===== config.mk =====
export PLATFORM = sky130hd
export DESIGN_NAME = stopwatch_ctrl
export DESIGN_NICKNAME = d
export VERILOG_FILES = /design/src/rtl/stopwatch_ctrl.sv
export SDC_FILE = /design/constraint.sdc
export NUM_CORES = 1
export LEC_CHECK = 0
export CORE_MARGIN = 2
export CORE_UTILIZATION = 55
export DETAILED_ROUTE_END_ITERATION = 10
export PLACE_DENSITY = 0.8
export SLEW_MARGIN = 5
export SYNTH_ARGS = -nofsm -noshare
export SYNTH_HDL_FRONTEND = slang
export SYNTH_SLANG_ARGS = --single-unit

===== constraint.sdc =====
create_clock -name clk -period 4.2 [get_ports clk]
set_clock_uncertainty 0.2 [all_clocks]
set_input_delay 0.84 -clock clk [delete_from_list [all_inputs] [get_ports clk]]
set_output_delay 0.84 -clock clk [all_outputs]
set_load 0.005 [all_outputs]

===== src/rtl/stopwatch_ctrl.sv =====
// stopwatch_ctrl: sequencer for an external ripple-carry mm:ss BCD counter chain.
//
// Turns single-cycle start_stop / lap_clear pulses into a run/pause/lap/clear
// state machine. It divides clk down to a one-second tick that clocks the chain,
// and it frames the chain's synchronous reset around a tick edge. It also
// selects the live or lap time for display and raises a sticky alarm on a match.
//
// Ports
//   clk        in   system clock, all state on posedge
//   rst        in   synchronous active-high reset
//   start_stop in   start/stop button pulse (debounced, one clk wide)
//   lap_clear  in   lap/clear button pulse (debounced, one clk wide)
//   time_in    in   [15:0] chain BCD {min_tens, min_units, sec_tens, sec_units}, async
//   alarm_val  in   [15:0] BCD alarm time
//   alarm_en   in   alarm compare enable
//   tick       out  chain clock, one-clk-wide high pulse
//   chain_rst  out  chain synchronous reset
//   disp       out  [15:0] displayed time (live or frozen lap)
//   running    out  high in RUN and LAP
//   lapped     out  high in LAP
//   alarm      out  sticky alarm flag
module stopwatch_ctrl #(
    parameter int unsigned PRESCALE = 100_000_000
) (
    input  logic        clk,
    input  logic        rst,
    input  logic        start_stop,
    input  logic        lap_clear,
    input  logic [15:0] time_in,
    input  logic [15:0] alarm_val,
    input  logic        alarm_en,
    output logic        tick,
    output logic        chain_rst,
    output logic [15:0] disp,
    output logic        running,
    output logic        lapped,
    output logic        alarm
);

    localparam int unsigned PW = (PRESCALE > 1) ? $clog2(PRESCALE) : 1;
    localparam logic [PW-1:0] PRE_MAX = PW'(PRESCALE - 1);

    typedef enum logic [2:0] {
        StClrA,
        StClrB,
        StIdle,
        StRun,
        StLap,
        StPause
    } state_e;

    state_e        state_q, state_d;
    logic [PW-1:0] pres_q, pres_d;
    logic [15:0]   lap_q, lap_d;
    logic [15:0]   sync1_q, time_sync_q;
    logic [2:0]    tick_dly_q;
    logic          alarm_q, alarm_d;
    logic          tick_q, tick_d;
    logic          chain_rst_q, chain_rst_d;
    logic          running_q, running_d;
    logic          lapped_q, lapped_d;
    logic [15:0]   disp_q, disp_d;

    logic counting;
    logic pres_term;
    logic clearing;

    // Next-state logic; start_stop has priority over lap_clear everywhere.
    always_comb begin
        state_d = state_q;
        unique case (state_q)
            StClrA:  state_d = StClrB;
            StClrB:  state_d = StIdle;
            StIdle: begin
                if (start_stop)     state_d = StRun;
                else if (lap_clear) state_d = StClrA;
            end
            StRun: begin
                if (start_stop)     state_d = StPause;
                else if (lap_clear) state_d = StLap;
            end
            StLap: begin
                if (start_stop)     state_d = StPause;
                else if (lap_clear) state_d = StRun;
            end
            StPause: begin
                if (start_stop)     state_d = StRun;
                else if (lap_clear) state_d = StClrA;
            end
            default: state_d = StClrA;
        endcase
    end

    // Datapath next-state and registered output values.
    always_comb begin
        counting    = (state_q == StRun) || (state_q == StLap);
        // Uses the current state, so a terminal count on the cycle we leave
        // RUN/LAP still produces its tick.
        pres_term   = counting && (pres_q == PRE_MAX);
        clearing    = (state_d == StClrA) || (state_d == StClrB);

        pres_d = pres_q;
        if (clearing) begin
            pres_d = '0;
        end else if (counting) begin
            pres_d = pres_term ? '0 : pres_q + 1'b1;
        end

        lap_d = lap_q;
        if (clearing) begin
            lap_d = '0;
        end else if ((state_q == StRun) && (state_d == StLap)) begin
            lap_d = time_sync_q;
        end

        // tick_dly_q[2] marks the edge where time_sync first reflects the
        // chain value produced by the tick three clocks earlier.
        alarm_d = alarm_q;
        if (clearing) begin
            alarm_d = 1'b0;
        end else if (tick_dly_q[2] && alarm_en && (time_sync_q == alarm_val)) begin
            alarm_d = 1'b1;
        end

        // CLR_B tick gives the chain a clock edge while its reset is held.
        tick_d      = pres_term || (state_d == StClrB);
        chain_rst_d = clearing;
        running_d   = (state_d == StRun) || (state_d == StLap);
        lapped_d    = (state_d == StLap);
        disp_d      = (state_d == StLap) ? lap_d : time_sync_q;
    end

    always_ff @(posedge clk) begin
        if (rst) begin
            state_q     <= StClrA;
            pres_q      <= '0;
            lap_q       <= '0;
            sync1_q     <= '0;
            time_sync_q <= '0;
            tick_dly_q  <= '0;
            alarm_q     <= 1'b0;
            tick_q      <= 1'b0;
            chain_rst_q <= 1'b1;
            running_q   <= 1'b0;
            lapped_q    <= 1'b0;
            disp_q      <= '0;
        end else begin
            state_q     <= state_d;
            pres_q      <= pres_d;
            lap_q       <= lap_d;
            sync1_q     <= time_in;
            time_sync_q <= sync1_q;
            tick_dly_q  <= {tick_dly_q[1:0], pres_term};
            alarm_q     <= alarm_d;
            tick_q      <= tick_d;
            chain_rst_q <= chain_rst_d;
            running_q   <= running_d;
            lapped_q    <= lapped_d;
            disp_q      <= disp_d;
        end
    end

    assign tick      = tick_q;
    assign chain_rst = chain_rst_q;
    assign disp      = disp_q;
    assign running   = running_q;
    assign lapped    = lapped_q;
    assign alarm     = alarm_q;

endmodule


[Word-level counts from Yosys, hierarchy flattened]
Cells that the tools add are included.
Operators by class
  add/sub/neg operators: 1
  equal/unequal tests: 10
  muxes and demuxes: 11
  reduce and logical (&&, ||, !) cells: 12
Operators by type and width (count)
  $mux W16: 3
  $add A27 B1 Y27 const B: 1
  $eq A27 B27 Y1 const B: 1
  $mux W27: 1
  $mux W3: 6
  $eq A16 B16 Y1: 1
  $pmux W3 S5: 1
  $eq A3 B2 Y1 const B: 3
  $eq A3 B3 Y1 const B: 3
  $eq A3 B1 Y1 const B: 2
  $logic_not A3 Y1: 2
  $logic_and A1 B1 Y1: 4
  $logic_or A1 B1 Y1: 4
  $reduce_or A2 Y1: 2
Storage, ports and cells
  input port bits: 37
  bits in registers: 102
  logic and storage cells: 46
  output and inout bits: 21

[Logic depth before layout (Yosys ltp)]
Gate-level depths: netlist (run 1).
  depth after elaboration: 8
  gate-level depth with buffers: 8
  mapped depth without buffers: 6

[Worst setup path after synthesis (run 1)]
Ideal clock, no wire load.
  kind: input to register
  start: input start_stop
  end: register lap_q[10]
  stages on the path: 6
  setup time: 0.070 ns
  data arrival time: 1.980 ns
  slack: 1.950 ns
  cell sequence: clkbuf_1 > or2_2 > clkbuf_1 > clkbuf_1 > nand2_1 > a21oi_1
Between the ends
  longest elaborated chain between the ends: 6
Ends and longest elaborated chain
  from (decl): line 27  | input logic start_stop,
  $mux W3, on equally long branches: line 75, 79, 83
  $pmux W3 S5 (*): line 71  | unique case (state_q)
  $eq A3 B3 Y1: line 112  | end else if ((state_q == StRun) && (state_d == StLap)) begin
  $logic_and A1 B1 Y1: line 112
  $mux W16: line 112
  $mux W16 (*): line 110  | if (clearing) begin
  to (signal assigned): line 150  | lap_q <= lap_d;
  to (decl): line 54  | logic [15:0] lap_q, lap_d;
Mark *: on every way between the ends. The rest lies on a longest branch, timed or not.
A chain may end at the register's enable or synchronous reset.

[Final worst setup path (run 1)]
  start: input start_stop
  end: register pres_q[22]
Between the ends
  longest elaborated chain between the ends: 5
Ends and longest elaborated chain
  $mux W3, on equally long branches: line 75, 79, 83
  $pmux W3 S5 (*): line 71
  $eq A3 B1 Y1 / $logic_not A3 Y1 (equally long branches): line 100  | clearing = (state_d == StClrA) || (state_d == StClrB);
  $logic_or A1 B1 Y1 (*): line 100
  $reduce_or A2 Y1 (no line) (*)
  to (signal assigned): line 149  | pres_q <= pres_d;
  to (decl): line 53  | logic [PW-1:0] pres_q, pres_d;
Marks and branches as above.

==> results of run 1 <==
==> how the worst min path moves through the flow <==
stage / to / cells past startpoint / slack, ps
finish: time_sync_q[6] / 1 / 240
global route: time_sync_q[9] / 1 / 260
CTS: time_sync_q[6] / 1 / 250
detailed placement: time_sync_q[6] / 1 / 220
global placement: time_sync_q[9] / 1 / 220
floorplan: tick_dly_q[1] / 1 / 210
==> cell type report <==
cell class | count | share of cell area, %
multi-input cells | 294 | 38.0
clock inverters | 5 | 0.712
inverters | 2 | 0.158
well taps | 96 | 2.53
clock buffers | 11 | 2.98
flip-flops and latches | 102 | 43.0
repair buffers | 61 | 12.6
==> cell usage in the layout (no fill, tap or decap), types with 3 or more instances in the layout <==
master,instances
a21oi_1,23
and2_1,4
and3_1,5
and4_1,6
buf_4,4
clkbuf_8,10
clkdlybuf4s50_1,56
dfxtp_1,102
mux2i_1,17
nand2_1,43
nand3_1,8
nand4_1,12
nor2_1,52
nor2b_1,37
nor3_1,3
nor4_1,6
o21ai_0,6
or3_1,3
xnor2_1,26
xor2_1,12
==> stage by stage <==
| step | util, % | worst slack (ps) | std cells |
|---|---|---|---|
| final | 69.1 | 1220 | 571 |
| after global routing | 69.1 | 1070 | 571 |
| after CTS | 69.1 | 1230 | 571 |
| after detailed placement | 66.5 | 859 | 555 |
| after global placement | 66.5 | 892 | 555 |
| after floorplan | - | 1950 | 420 |
==> power groups by stage <==
stage / sequential [mW] / clock (mW) / combinational (mW)
finish: 1.02 / 0.558 / 0.167
global route: 1.03 / 0.603 / 0.184
CTS: 1.02 / 0.567 / 0.168
detailed placement: 1.04 / 0 / 0.167
global placement: 1.04 / 0 / 0.166
floorplan: 1.03 / 0 / 0.112
==> cell families (layout without fill, tap and decap cells) <==
kind of cell,Yosys count,in the layout,synth area share [%]
AOI/OAI and AO/OA,43,43,6.82
xor gates and xnor gates,38,38,8.40
adders and majority gates,1,1,0.316
buffers and inverters,24,79,2.91
DFF,102,102,51.5
muxes,17,17,4.30
and+or+nand+nor,195,195,25.7
==> layer usage <==
metal	vias up	share of wire, %	wire length, µm
li1	1511	-	-
met1	1335	49	3660
met2	61	45	3420
met3	13	4.0	301
met4	0	2.0	147
met5	-	0	0
==> flip-flops by register name (all words and copies together) (netlist names) <==
signal,count
disp,16
tick,1
chain_rst,1
running,1
lapped,1
lap_q,16
alarm,1
tick_dly_q,3
pres_q,27
sync1_q,16
state_q,3
time_sync_q,16
==> worst max-delay path, delay by kind of cell <==
family                 cells  cell delay, ps
buffers and inverters      1             690
AND/OR/NAND/NOR            2             740
AO/OA/AOI/OAI              3             810
==> summary.txt, run 1 <==
Timing
  – Final Cycle Share: between 70% and 80%
  – Hold Fails Final Rpt: 0
  – Final-report setup violation count: 0
  – Slew Limit Fails: 0
  – Final min period: 2980 ps
  – RSZ-0062 raised after global routing: no
  – Setup TNS: 0 ps
  – Max_slew headroom: 46.2%
  – Worst-margin pin slew: 807 ps
  – WHS: roughly 240 ps
  – Fmax: 0.336 GHz

Synthesis
  – Post-synthesis cell type count: ~50
  – Prevailing post-synth register cell: dfxtp_1
  – Cell count after synthesis: 420
  – Mean Syn Cell Area: approximately 9.4 µm²
  – Synth top area cells: dfxtp_1 (52%), nor2b_1 (5.8%), xnor2_1 (5.7%), nor2_1 (4.9%), mux2i_1 (4.3%)
  – Top-area cell type share of the netlist area: 51.5%
  – Synth cell count leaders: dfxtp_1 (102), nor2_1 (52), nand2_1 (43), nor2b_1 (37), xnor2_1 (26)
  – Count leader, synth: dfxtp_1
  – Async set-or-reset flop fraction in the synthesized netlist: 0%
  – Synthesized flop and latch total: 102
  – YS warnings: 0
  – Synthesized area: approximately 4000 µm²
  – Post-synthesis sequential area ratio: 51.5%
  – Number of synthesized flops with an enable pin: 0
  – Synth Net Count: 458
  – Largest area contributor in the netlist: dfxtp_1

Pwr
  – Reg power frac: 58.5%
  – Final Power: around 1.7 mW
  – Logic gate share of total power: about a tenth
  – Total power per unit cell area: roughly 370 nW/µm²
  – Maximum vdd drop: roughly 190 µV
  – Leakage power: 1.60 nW
  – Clock Power Share: 31.9%
  – Net load switching power: about 0.43 mW
  – Net Sw Frac: 24.7%
  – Int Pwr: approximately 1.3 mW

Place
  – Count of input and output buffers: 57
  – Final HPWL DP: 5310 µm
  – Placed standard-cell area: roughly 4600 µm²
  – GP Congestion: between 0.7 and 0.8

Global routing
  – Grt met2 use: 31.1%
  – First-pass GRT wire length: around 12000 µm
  – Busiest grt layer: met2
  – Met3 Track Usage GR: 3.36%
  – All-layer global routing usage: 20.3%
  – Pin count of the biggest net entering global routing: 53
  – Remaining Overflow, GRT: 0
  – Initial antenna violation count: 0
  – M1 GR Usage: 28.2%
  – Vias in the first global route: around 2600

Layout
  – Area grow syn2layout: 19.8%
  – Filler Cell Count: 553
  – Nets@finish: 508
  – Antenna cell count: 0
  – Footprint of the multi-input gates: ~1800 µm²
  – Post-route cell area: 4740 µm²
  – FF/Latch Area: 2040 µm²
  – Layout cell share with drive strength beyond 1: 6.32%

Route
  – Total iterations of the first detailed-routing run: 4
  – Vias: between 2000 and 3000
  – Post-DRT Antenna Nets: 0
  – DR iter-0 viols: 153
  – Number of vias per cell: between 5 and 6
  – # DRC: 0
  – Routed WL: 7530 µm
  – Wire per inst: ~13 µm

Clock network
  – Post-CTS setup buffers: 0
  – # H-tree levels: 3
  – Total CTS buffers: 9
  – Root Buffer: clkbuf_8
  – Clock sink count: 102
  – Clock Pin Slew Worst Setup and Hold Paths: 90 ps
  – Hold_buf cts: 0
  – Worst-Skew Late Latency: 360 ps
  – CTS resizes: 0
  – CTS tree: built
  – Deepest clock path buffer count: 2

Worst setup path
  – Reg2Reg Setup Slack: 1270 ps
  – Critical path cell sequence: clkdlybuf4s50_1 > nand2b_1 > a21oi_1 > o32a_1 > or2_1 > o21ba_2
  – Worst reg-to-reg path cell count: 5
  – Critical Path Sink: pres_q[22]
  – Peak fanout along the critical path: 24
  – CP Data Arrival Time: 3090 ps
  – Origin of the worst setup path: start_stop
  – WP data required: 4310 ps
  – Slowest cell on the critical path: clkdlybuf4s50_1
  – Critical path class: in2reg
  – RR Startpoint: state_q[2]
  – Max incr delay on CP: slightly below 700 ps
  – Startpoint types: primary input
  – FF-to-FF End: pres_q[22]
  – Critical Path Sink Type: flop

Flow run
  – MaxCap Viol Count: 0

Worst hold path
  – Hold path start: sync1_q[6]
  – Hold crit path type: reg2reg

Floorplan
  – Die area: 7900 µm²
  – Ports: 58
  – Starting Density: 57.7%
  – Core Box Area: 6870 µm²
  – Rows: 30
  – Die Y: ~90 µm
  – Width of the die: 88.9 µm

Run status
  – Outcome: finished, final reports clean
Note: power is estimated with default switching activity, not from simulation.
==> run 2: changes to the inputs <==
--- a/config.mk
+++ b/config.mk
@@ -6,9 +6,9 @@
 export NUM_CORES = 1
 export LEC_CHECK = 0
 export CORE_MARGIN = 2
-export CORE_UTILIZATION = 55
+export CORE_UTILIZATION = 48
 export DETAILED_ROUTE_END_ITERATION = 10
-export PLACE_DENSITY = 0.8
+export PLACE_DENSITY = 0.74
 export SLEW_MARGIN = 5
 export SYNTH_ARGS = -nofsm -noshare
 export SYNTH_HDL_FRONTEND = slang
==> constraint.sdc (replaced) <==
create_clock -name clk -period 2.4 [get_ports clk]
set_clock_uncertainty 0.2 [all_clocks]
set_input_delay 0.48 -clock clk [delete_from_list [all_inputs] [get_ports clk]]
set_output_delay 0.48 -clock clk [all_outputs]
set_load 0.005 [all_outputs]
==> run 2 against run 1 <==
Routed wire length increased by 0.23%. Sequential cell count is the same. Cell count grew 3.3%. Highest routed layer unchanged. Register-to-register slack lost 1100 ps.
==> summary.txt, run 2 (synthesis results as in run 1) <==
Worst setup path
  – Critical path class: reg2reg
  – Startpoint types: flop
  – RR Startpoint: state_q[2]
  – Worst reg-to-reg path cell count: 6 (+1)
  – WP data required: 2470 ps (-1840 ps)
  – Critical Path Sink Type: flop
  – Origin of the worst setup path: state_q[2]
  – CP Data Arrival Time: 2260 ps (-830 ps)
  – Peak fanout along the critical path: 16 (-33%)

Route
  – Post-DRT Antenna Nets: 0 (unchanged)
  – Vias: 2971 (+1.7%)
  – Routed WL: 7550 µm (+0.23%)
  – Number of vias per cell: 5.04 (-1.5%)
  – DR iter-0 viols: 136 (-11%)
  – Wire per inst: 12.8 µm (-3.0%)
  – Total iterations of the first detailed-routing run: 5 (+1)
  – # DRC: 0 (unchanged)

Timing
  – Final min period: 2190 ps
  – Final Cycle Share: 91.1%
  – Worst-margin pin slew: 488 ps (-319 ps)
  – Hold Fails Final Rpt: 0 (unchanged)
  – RSZ-0062 raised after global routing: no
  – Final-report setup violation count: 0 (unchanged)
  – Slew Limit Fails: 0 (unchanged)
  – Setup TNS: 0 ps (unchanged)
  – Fmax: 0.457 GHz
  – Max_slew headroom: 67.5% (+21 points)

Clock network
  – CTS tree: built
  – # H-tree levels: 3 (unchanged)
  – CTS resizes: 0 (unchanged)
  – Clock Pin Slew Worst Setup and Hold Paths: 100 ps (about the same)
  – Deepest clock path buffer count: 2 (unchanged)
  – Hold_buf cts: 0 (unchanged)
  – Post-CTS setup buffers: 0 (unchanged)
  – Total CTS buffers: 9 (unchanged)
  – Worst-Skew Late Latency: 370 ps (about the same)
  – Clock sink count: 102 (unchanged)
  – Root Buffer: clkbuf_8

Global routing
  – First-pass GRT wire length: 12600 µm (+2.5%)
  – Pin count of the biggest net entering global routing: 51 (-3.8%)
  – Vias in the first global route: 2735 (+4.5%)
  – All-layer global routing usage: 18.1% (-2.2 points)
  – Remaining Overflow, GRT: 0 (unchanged)
  – Initial antenna violation count: 0 (unchanged)

Layout
  – Largest reg by FF count: pres_q
  – Footprint of the multi-input gates: 1800 µm² (unchanged)
  – Fin cells: 590 (+3.3%)
  – Antenna cell count: 0 (unchanged)
  – Filler Cell Count: 704 (+27%)
  – Nets@finish: 518 (+2.0%)
  – Most frequent cells in the layout: dfxtp_1 (102), clkdlybuf4s50_1 (56), nor2_1 (52)
  – Post-route cell area: 4880 µm² (+3.0%)
  – Layout cell share with drive strength beyond 1: 8.25% (+1.9 points)
  – Area grow syn2layout: 23.3%
  – FF/Latch Area: 2040 µm² (unchanged)
  – Max reg flops: 27 (unchanged)
  – Most common cell after layout, fill and taps aside: dfxtp_1

Floorplan
  – Ports: 58 (unchanged)
  – Die area: 9000 µm² (+14%)
  – Width of the die: 94.8 µm (+6.7%)
  – Core Box Area: 8090 µm² (+18%)
  – Die Y: 94.8 µm (+6.7%)
  – Starting Density: 48.9% (-8.7 points)
  – Rows: 33 (+10%)

Pwr
  – Total power per unit cell area: 661 nW/µm² (+80%)
  – Maximum vdd drop: 381 µV (+98%)
  – Leakage power: 1.68 nW (+4.8%)

Worst hold path
  – Hold crit path type: in2reg
  – Hold path start: rst
  – Hold Path Stages: 2 (+1)

Place
  – Final HPWL DP: 5310 µm (about the same)
  – Count of input and output buffers: 57 (unchanged)
  – GP Congestion: 0.808 (+2.0%)
  – Placed standard-cell area: 4680 µm² (+2.4%)
  – Placed cell count: 574 (+3.4%)

Run status
  – Outcome: finished, final reports clean

Flow run
  – MaxCap Viol Count: 0 (unchanged)
-- run 2: changes by cell type in the layout (fill, tap and decap cells not counted), moves of 2 or more --
| cell | change |
|---|---|
| clkinv_2 | -2 |
| inv_6 | +2 |
| buf_4 | +8 |
| buf_12 | +2 |
| clkinvlp_4 | -2 |
-- run 2: per-stage QoR --
| stage | utilization [%] | hold WS [ps] | total power, mW | worst slack, ps |
|---|---|---|---|---|
| global route | 60.4 | 215 | 3.35 | 64.2 |
| global placement | 57.8 | 221 | 2.15 | -53.5 |
| detailed placement | 57.8 | 221 | 2.15 | -65.4 |
| finish | 60.4 | 207 | 3.23 | 213 |
| floorplan | - | 214 | 2.00 | 465 |
| CTS | 60.4 | 195 | 3.25 | 205 |
-- run 2: final timing paths --
check / endpoint / slack (ps)
worst min-delay path: sync1_q[15] / 210
worst min register to register: time_sync_q[7] / 240
worst max-delay path: pres_q[17] / 210
worst max register to register: pres_q[17] / 210
-- run 2: per-layer routing --
| metal | track usage (%) | vias up | share of wire, % |
|---|---|---|---|
| li1 | - | 1531 | - |
| met5 | 0 | - | 0 |
| met1 | 24.7 | 1364 | 49 |
| met4 | 8.82 | 0 | 2.3 |
| met3 | 3.27 | 15 | 3.8 |
| met2 | 27.5 | 61 | 45 |
-- run 2: area by class of cell --
cell class	count	share of cell area [%]
clock buffer	10	2.61
clock inverter	6	1.56
inverter	2	0.154
multi-input combinational	294	36.9
sequential	102	41.8
tap	105	2.69
timing repair buffer	71	14.2
-- run 2: critical path: stages, from the launching register on --
cell and delay (ps):
dfxtp_1 460, or3b_4 450, a21oi_4 140, and4b_1 280, or2_1 320, buf_12 190, nor2_1 50
-- run 2: power breakdown --
part | switching, mW | internal (mW) | leakage, nW
clock network | 0.612 | 0.503 | 0.104
registers | 0.0281 | 1.74 | 0.831
logic | 0.162 | 0.181 | 0.746
